`config.mk`:
```
export PLATFORM = sky130hd
export DESIGN_NAME = pc_fetch_unit
export DESIGN_NICKNAME = d
export VERILOG_FILES = /design/src/rtl/fetch_pkg.sv /design/src/rtl/next_pc_calc.sv /design/src/rtl/pc_fetch_unit.sv
export SDC_FILE = /design/constraint.sdc
export NUM_CORES = 1
export LEC_CHECK = 0
export CAP_MARGIN = 20
export CORE_MARGIN = 1
export CORE_UTILIZATION = 48
export DETAILED_ROUTE_END_ITERATION = 7
export PLACE_DENSITY = 0.87
export SLEW_MARGIN = 15
export SYNTH_ARGS = -nofsm -noshare
export SYNTH_HDL_FRONTEND = slang
export SYNTH_SLANG_ARGS = --single-unit
```
`constraint.sdc`:
```
create_clock -name clk -period 7.7 [get_ports clk]
set_clock_uncertainty 0.05 [all_clocks]
set_input_delay 1.54 -clock clk [delete_from_list [all_inputs] [get_ports clk]]
set_output_delay 1.54 -clock clk [all_outputs]
set_load 0.02 [all_outputs]
```
`src/rtl/fetch_pkg.sv`:
```
// Shared types and constants for the instruction-fetch stage: FSM states,
// jumpSel encodings and the default reset PC.
package fetch_pkg;

   localparam logic [31:0] DEFAULT_RESET_PC = 32'h0000_0000;

   localparam logic [1:0] JSEL_SEQ = 2'b00;
   localparam logic [1:0] JSEL_BR  = 2'b01;
   localparam logic [1:0] JSEL_J   = 2'b10;
   localparam logic [1:0] JSEL_JR  = 2'b11;

   typedef enum logic [2:0] {
      ST_IDLE = 3'd0,
      ST_REQ  = 3'd1,
      ST_WAIT = 3'd2,
      ST_HOLD = 3'd3,
      ST_DROP = 3'd4
   } fetch_state_e;

endpackage

```
`src/rtl/next_pc_calc.sv`:
```
// Combinational control-transfer target generator; every target is relative
// to the PC of the instruction currently delivered to decode.
module next_pc_calc
   import fetch_pkg::*;
(
   input  logic [31:0] pc_out,
   input  logic [1:0]  jump_sel,
   input  logic [31:0] branch_offset,
   input  logic [25:0] jump_index,
   input  logic [31:0] jr_target,
   output logic [31:0] target,
   output logic [31:0] pc_plus_four
);

   logic [31:0] branch_target;

   assign pc_plus_four  = pc_out + 32'd4;
   assign branch_target = pc_plus_four + {branch_offset[29:0], 2'b00};

   always_comb begin
      target = pc_plus_four;
      case (jump_sel)
         JSEL_SEQ: target = pc_plus_four;
         JSEL_BR:  target = branch_target;
         JSEL_J:   target = {pc_plus_four[31:28], jump_index, 2'b00};
         JSEL_JR:  target = jr_target;
         default:  target = pc_plus_four;
      endcase
   end

endmodule

```
`src/rtl/pc_fetch_unit.sv`:
```
// MIPS instruction-fetch stage: PC register, imem request/response FSM and
// valid/ready hand-off to decode. Define FETCH_ALIGN_CHECK_EN to enable
// misaligned-redirect detection and PC alignment forcing.
module pc_fetch_unit
   import fetch_pkg::*;
#(
   parameter logic [31:0] RESET_PC = DEFAULT_RESET_PC,
   parameter int          ADDR_W   = 32
) (
   input  logic              clk,
   input  logic              rst_n,
   output logic              imemReq,
   output logic [ADDR_W-1:0] imemAddr,
   input  logic              imemGnt,
   input  logic              imemValid,
   input  logic [31:0]       imemData,
   output logic [31:0]       instrOut,
   output logic              instrValid,
   input  logic              instrReady,
   output logic [ADDR_W-1:0] pcOut,
   output logic [ADDR_W-1:0] pcPlusFour,
   input  logic              redirect,
   input  logic [1:0]        jumpSel,
   input  logic [31:0]       branchOffset,
   input  logic [25:0]       jumpIndex,
   input  logic [31:0]       jrTarget,
   output logic              misalignErr
);

   fetch_state_e      state_q, state_d;
   logic [ADDR_W-1:0] pc_q, pc_d;
   logic [ADDR_W-1:0] pc_out_q, pc_out_d;
   logic [31:0]       instr_q, instr_d;
   logic              valid_q, valid_d;
   logic [31:0]       target;
   logic [31:0]       load_pc;
   logic              take_redirect;

   next_pc_calc u_next_pc_calc (
      .pc_out        (pc_out_q),
      .jump_sel      (jumpSel),
      .branch_offset (branchOffset),
      .jump_index    (jumpIndex),
      .jr_target     (jrTarget),
      .target        (target),
      .pc_plus_four  (pcPlusFour)
   );

`ifdef FETCH_ALIGN_CHECK_EN
   logic misalign_q, misalign_d;

   assign load_pc    = {target[31:2], 2'b00};
   assign misalign_d = misalign_q | (take_redirect & (target[1:0] != 2'b00));

   always_ff @(posedge clk or negedge rst_n) begin
      if (!rst_n) misalign_q <= 1'b0;
      else        misalign_q <= misalign_d;
   end

   assign misalignErr = misalign_q;
`else
   assign load_pc     = target;
   assign misalignErr = 1'b0;
`endif

   // A redirect always wins; it also marks any response still in flight as stale.
   always_comb begin
      state_d       = state_q;
      pc_d          = pc_q;
      pc_out_d      = pc_out_q;
      instr_d       = instr_q;
      valid_d       = valid_q;
      take_redirect = 1'b0;
      case (state_q)
         ST_IDLE: state_d = ST_REQ;
         ST_REQ: begin
            if (redirect) begin
               take_redirect = 1'b1;
               pc_d          = load_pc;
               state_d       = imemGnt ? ST_DROP : ST_REQ;
            end else if (imemGnt) begin
               state_d = ST_WAIT;
            end
         end
         ST_WAIT: begin
            if (redirect) begin
               take_redirect = 1'b1;
               pc_d          = load_pc;
               state_d       = imemValid ? ST_REQ : ST_DROP;
            end else if (imemValid) begin
               instr_d  = imemData;
               pc_out_d = pc_q;
               valid_d  = 1'b1;
               state_d  = ST_HOLD;
            end
         end
         ST_DROP: begin
            if (redirect) begin
               take_redirect = 1'b1;
               pc_d          = load_pc;
            end
            if (imemValid) state_d = ST_REQ;
         end
         ST_HOLD: begin
            if (redirect) begin
               take_redirect = 1'b1;
               valid_d       = 1'b0;
               pc_d          = load_pc;
               state_d       = ST_REQ;
            end else if (instrReady) begin
               valid_d = 1'b0;
               pc_d    = pcPlusFour;
               state_d = ST_REQ;
            end
         end
         default: state_d = ST_IDLE;
      endcase
   end

   always_ff @(posedge clk or negedge rst_n) begin
      if (!rst_n) begin
         state_q  <= ST_IDLE;
         pc_q     <= RESET_PC;
         pc_out_q <= RESET_PC;
         instr_q  <= 32'h0;
         valid_q  <= 1'b0;
      end else begin
         state_q  <= state_d;
         pc_q     <= pc_d;
         pc_out_q <= pc_out_d;
         instr_q  <= instr_d;
         valid_q  <= valid_d;
      end
   end

   assign imemReq    = (state_q == ST_REQ);
   assign imemAddr   = pc_q;
   assign instrOut   = instr_q;
   assign instrValid = valid_q;
   assign pcOut      = pc_out_q;

endmodule

```
==> impl_metrics.env, run 1 <==
export IMPL_wl_met3_microns=1590
export IMPL_hold_path_endpoint="instrOut[18]"
export IMPL_vias_per_cell=5.84
export IMPL_finalSetupViolCount=0
export IMPL_drv_cap=0
export IMPL_reg2reg_from="pcOut[2]"
export IMPL_cts_reportedPaths_clkPinSlew_ns=0.07
export IMPL_crit_type="reg -> out"
export IMPL_avgSynthCellArea_sq_um=9.43
export IMPL_numCtsBuffers=9
export IMPL_initial_core_util_pct=48.9
export IMPL_drt_iter0_drc=566
export IMPL_numClockSinks=100
export IMPL_vias=6667
export IMPL_top_layer="met4"
export IMPL_antenna_cells=0
export IMPL_grt_pass1_wl_microns=34600
export IMPL_finalMaxSlewViolations=0
export IMPL_die_h_microns=121
export IMPL_crit_chain="ha_1, nand4_1, nor2b_1, nand2b_1, nor3_1, xor2_1, clkdlybuf4s50_1"
export IMPL_ctsResizeCount=0
export IMPL_cts_root_buf="clkbuf_16"
export IMPL_ant_nets=0
export IMPL_firstDrtPassIters=5
export IMPL_layout_nets=1122
export IMPL_routabilityCongestion=0.917
export IMPL_yosysMostFrequentCell="dfrtp_1"
export IMPL_cpPeakStageDelay_ns=0.67
export IMPL_routedWlPerCell_microns=19.3
export IMPL_irDropWorstVdd_uv=224
export IMPL_nFillCells=1038
export IMPL_fmax_mhz=209
export IMPL_yosysSeqAreaShare_pct=37.0
export IMPL_clockBufferDepth=2
export IMPL_holdPathStages=1
export IMPL_synth_edf_count=0
export IMPL_wl_met2_microns=10400
export IMPL_dieArea_sq_mm=0.0146
export IMPL_grt_pass1_vias=6502
export IMPL_die_x_microns=121
export IMPL_antenna_found_initial=0
export IMPL_finalCritPeriodShare_pct=62.3
export IMPL_synth_area_sq_mm=0.00676
export IMPL_worstPathArrival_ns=3.21
export IMPL_hold_buffers=0
export IMPL_worstMarginPinSlew_ns=0.954
export IMPL_reg2reg_to="imemAddr[31]"
export IMPL_wirelength_met1_microns=9460
export IMPL_drc=0
export IMPL_synth_seq_cells=100
export IMPL_grt_usage_pct=30.8
export IMPL_path_buf_inv=1
export IMPL_cts_tree="yes"
export IMPL_dpl_cell_count=1126
export IMPL_htreeDepth=3
export IMPL_period_needed_ns=4.80
export IMPL_yosys_warnings=0
export IMPL_grt_overflow=0
export IMPL_dp_hpwl_microns=16500
export IMPL_fin_util_pct=70.7
export IMPL_cts_setup_buffers=0
export IMPL_hp_start="instrOut[18]"
export IMPL_hold_class="reg -> reg"
export IMPL_ioPinCount=261
export IMPL_finalHoldViolCount=0
export IMPL_leakagePower_nw=4.20
export IMPL_final_cell_count_no_fill=1142
export IMPL_whs_ns=0.457
export IMPL_postSynthCellCount=717
export IMPL_synth_ff_type="dfrtp_1"
export IMPL_grt_max_degree=56
export IMPL_core_area_sq_mm=0.0138
export IMPL_r2r_cells=16
export IMPL_insertion_delay_ns=0.36
export IMPL_p_per_area_mw_per_mm2=391
export IMPL_slowest_stage="clkdlybuf4s50_1"
export IMPL_cp_top_family="simple AND/OR/NAND/NOR gates"
export IMPL_rsz0062_at_grt="false"
export IMPL_end_kind="output pin"
export IMPL_synth_common_cells="dfrtp_1, mux2_2, nor2_1, nand2_1, a21oi_1"
export IMPL_synth_top_cell_area_share_pct=37.0
export IMPL_setup_worst_path_start_class="flip-flop"
export IMPL_ys_types=61
export IMPL_worstPathMaxFanout=7
export IMPL_drive_gt1_share_pct=11.2
export IMPL_async_reset_ff_share_pct=100
export IMPL_ys_top_cells_by_area="dfrtp_1, mux2_2, ha_1"
export IMPL_status="complete, no violations"
export IMPL_syn2layout_area_growth_pct=44.6
export IMPL_drt_total_wl_microns=22100
export IMPL_tns_ns=0
export IMPL_slew_headroom_pct=36.4
export IMPL_synth_area_leader_cell="dfrtp_1"
export IMPL_rows=43
export IMPL_syn_num_nets=882
export IMPL_regToRegSetupSlack_ns=3.12
export IMPL_required_ns=6.11
export IMPL_io_buffers=257
state kept, by name (all words and copies together) (netlist names):
name        count
imemAddr       32
instrOut       32
instrValid      1
pcOut          32
state_q         3
worst max path at each step:
stage	startpoint	end	slack (ns)	depth (start not counted)
floorplan	pcOut[2]	imemAddr[31]	3.83	16
global placement	branchOffset[0]	imemAddr[24]	2.95	13
detailed placement	branchOffset[0]	imemAddr[24]	2.92	13
CTS	pcOut[2]	pcPlusFour[22]	2.91	7
global route	pcOut[2]	imemAddr[31]	2.78	16
finish	pcOut[2]	pcPlusFour[22]	2.90	7
layout by cell type (no fill, tap or decap), types with 10 or more instances in the layout:
| cell | synthesis | routed |
|---|---|---|
| nand2_1 | 55 | 55 |
| xnor2_1 | 26 | 26 |
| nor3_1 | 10 | 10 |
| ha_1 | 34 | 34 |
| mux2i_1 | 17 | 17 |
| clkdlybuf4s50_1 | 0 | 255 |
| xor2_1 | 26 | 26 |
| inv_1 | 18 | 18 |
| mux2_2 | 70 | 70 |
| o22ai_1 | 17 | 17 |
| a21o_1 | 13 | 13 |
| o21ai_0 | 31 | 31 |
| a211oi_1 | 10 | 10 |
| a21oi_1 | 51 | 50 |
| dfrtp_1 | 100 | 100 |
| nand3_1 | 24 | 24 |
| and3_1 | 11 | 11 |
| nor2_1 | 58 | 58 |
cells by family (layout without fill, tap and decap cells):
kind of cell | Yosys count | after routing | share of synthesized area [%]
and+or+nand+nor | 195 | 195 | 13.6
AOI/OAI and AO/OA | 193 | 193 | 18.7
DFF | 100 | 100 | 37.0
muxes | 87 | 87 | 14.2
buffers and inverters | 54 | 299 | 3.20
xor gates and xnor gates | 52 | 52 | 6.73
adders and majority gates | 35 | 35 | 6.59
other | 1 | 1 | 0.0554
cell type report:
class	instances	area [sq um]	area share, %
clock inverters	7	66.3	0.678
multi-input cells	563	4070	41.6
well taps	180	225	2.30
clock buffers	9	225	2.30
flip-flops and latches	100	2500	25.6
repair buffers	265	2630	26.8
inverters	18	67.6	0.691
report_power, final:
part	leakage (nW)	total, W	internal (W)	switching (W)
clock network	0.142	0.000453	0.000228	0.000226
registers	1.24	0.00101	0.000768	0.000237
logic	2.81	0.00236	0.00112	0.00125
total	4.20	0.00382	0.00211	0.00171
metrics by stage:
stage	power (W)	worst slack, ns	cell area, sq um
2_1_floorplan	0.00235	3.83	6760
3_3_place_gp	0.00330	2.95	9490
3_5_place_dp	0.00335	2.92	9490
4_1_cts	0.00382	2.91	9780
5_1_grt	0.00405	2.78	9780
6_report	0.00382	2.90	9780
metal layers:
layer / vias up / global-route usage, %
li1: 3109 / -
met1: 3201 / 40.6
met2: 316 / 50.2
met3: 41 / 5.90
met4: 0 / 11.6
met5: - / 0
No activity file was read; power rests on OpenSTA's default activity.
==> inputs of run 2 (changes only) <==
Settings changed: CORE_UTILIZATION 48 to 45, PLACE_DENSITY 0.87 to 0.82.
Clock period 7.7 ns to 4.8 ns, I/O delays scaled along.
==> run 2 against run 1 <==
Flip-flop and latch count did not move. Routed wire length grew 1.9%. First-iteration DRC count is 30% lower. Total power grew 61%. Largest cell class unchanged. Largest power group unchanged.
==> impl_metrics.env, run 2 (same netlist as run 1, synthesis figures left out) <==
export IMPL_status="complete, no violations"
export IMPL_vias=6730
export IMPL_io_buffers=257
export IMPL_core_area_sq_mm=0.0146
export IMPL_cp_top_family="simple AND/OR/NAND/NOR gates"
export IMPL_crit_chain="ha_1, nand4_1, nor2b_1, nand2b_1, nor2_1, xor2_1, ha_1, nand2_1, nor4_1, nand3_1, a21oi_1, o31ai_4, nor3_1, a311o_1, o22ai_1, a31o_2"
export IMPL_clockBufferDepth=2
export IMPL_hp_start="instrOut[28]"
export IMPL_syn2layout_area_growth_pct=45.2
export IMPL_tns_ns=0
export IMPL_ant_nets=0
export IMPL_initial_core_util_pct=46.4
export IMPL_hold_class="reg -> reg"
export IMPL_timing_final_ws_setup_ns=0.545
export IMPL_layout_common_cells="clkdlybuf4s50_1, dfrtp_1, mux2_2"
export IMPL_cts_tree="yes"
export IMPL_drv_cap=0
export IMPL_cts_root_buf="clkbuf_16"
export IMPL_fmax_mhz=235
export IMPL_grt_max_degree=64
export IMPL_leakagePower_nw=4.22
export IMPL_p_per_area_mw_per_mm2=628
export IMPL_holdPathStages=1
export IMPL_htreeDepth=3
export IMPL_worstMarginPinSlew_ns=1.14
export IMPL_routedWlPerCell_microns=19.5
export IMPL_finalCritPeriodShare_pct=88.6
export IMPL_drt_total_wl_microns=22500
export IMPL_path_buf_inv=0
export IMPL_insertion_delay_ns=0.35
export IMPL_reg2reg_to="imemAddr[31]"
export IMPL_required_ns=4.99
export IMPL_path_common_cell="ha_1"
export IMPL_worstPathMaxFanout=7
export IMPL_worstPathArrival_ns=4.45
export IMPL_antenna_found_initial=0
export IMPL_die_x_microns=125
export IMPL_ioPinCount=261
export IMPL_antenna_cells=0
export IMPL_cts_setup_buffers=0
export IMPL_finalHoldViolCount=0
export IMPL_placed_area_sq_mm=0.00954
export IMPL_layout_commonest_cell="clkdlybuf4s50_1"
export IMPL_drc=0
export IMPL_cpPeakStageDelay_ns=0.49
export IMPL_grt_overflow=0
export IMPL_crit_cells=16
export IMPL_r2r_cells=16
export IMPL_finalSetupViolCount=0
export IMPL_drt_iter0_drc=395
export IMPL_ctsResizeCount=0
export IMPL_drive_gt1_share_pct=11.7
export IMPL_rows=44
export IMPL_slew_headroom_pct=23.5
export IMPL_die_h_microns=125
export IMPL_slowest_stage="dfrtp_1"
export IMPL_rsz0062_at_grt="false"
export IMPL_numCtsBuffers=9
export IMPL_setup_worst_path_start_class="flip-flop"
export IMPL_layout_nets=1128
export IMPL_dp_slack_ns=0.567
export IMPL_dp_hpwl_microns=16900
export IMPL_final_cell_count_no_fill=1152
export IMPL_dpl_cell_count=1136
export IMPL_regToRegSetupSlack_ns=0.55
export IMPL_routabilityCongestion=0.925
export IMPL_hold_buffers=0
export IMPL_total_power_w=0.00617
export IMPL_cts_reportedPaths_clkPinSlew_ns=0.07
export IMPL_dieArea_sq_mm=0.0155
export IMPL_numClockSinks=100
export IMPL_crit_type="reg -> reg"
export IMPL_firstDrtPassIters=5
export IMPL_design_area_sq_mm=0.00982
export IMPL_hold_path_endpoint="instrOut[28]"
export IMPL_grt_pass1_vias=6568
export IMPL_reg2reg_from="pcOut[2]"
export IMPL_grt_usage_pct=29.3
export IMPL_irDropWorstVdd_uv=354
export IMPL_finalMaxSlewViolations=0
export IMPL_vias_per_cell=5.84
export IMPL_grt_pass1_wl_microns=35700
export IMPL_nFillCells=1207
export IMPL_end_kind="flip-flop"
export IMPL_period_needed_ns=4.25
run 2: cell count changes in the layout (fill, tap and decap cells not counted), sizes merged:
cell	before	now
clkinv	2	1
clkbuf	9	10
clkinvlp	1	2
inv	22	21
buf	10	16
run 2: worst max-delay path by stage:
stage / from / to
floorplan: pcOut[2] / imemAddr[31]
global placement: branchOffset[0] / imemAddr[24]
detailed placement: branchOffset[0] / imemAddr[24]
CTS: pcOut[2] / imemAddr[31]
global route: pcOut[2] / imemAddr[31]
finish: pcOut[2] / imemAddr[31]
run 2: stage by stage:
| step | hold slack (ns) | utilization [%] |
|---|---|---|
| 6_report | 0.454 | 67.3 |
| 5_1_grt | 0.474 | 67.3 |
| 4_1_cts | 0.459 | 67.3 |
| 3_5_place_dp | 0.442 | 65.4 |
| 3_3_place_gp | 0.435 | 65.4 |
| 2_1_floorplan | 0.555 | - |
run 2: area by class of cell:
class / instances / area [sq um] / share of cell area (%)
Clock buffer: 10 / 229 / 2.33
Inverter: 18 / 67.6 / 0.688
Sequential cell: 100 / 2500 / 25.5
Clock inverter: 6 / 55.1 / 0.560
Multi-Input combinational cell: 563 / 4070 / 41.4
Timing Repair Buffer: 271 / 2670 / 27.2
Tap cell: 184 / 230 / 2.34
run 2: where the power goes:
group	total [W]	internal [W]	switching, W	leakage (nW)
Combinational	0.00383	0.00181	0.00202	2.84
Clock	0.000718	0.000363	0.000355	0.133
Sequential	0.00162	0.00123	0.000386	1.24
run 2: per-layer routing:
metal  global-route usage, %  share of wire [%]  vias to the layer above
met5                       0                  0                        -
met4                    9.14                2.3                        0
met3                    6.49                7.0                       36
met2                    48.0                 47                      281
met1                    38.5                 43                     3279
li1                        -                  -                     3134
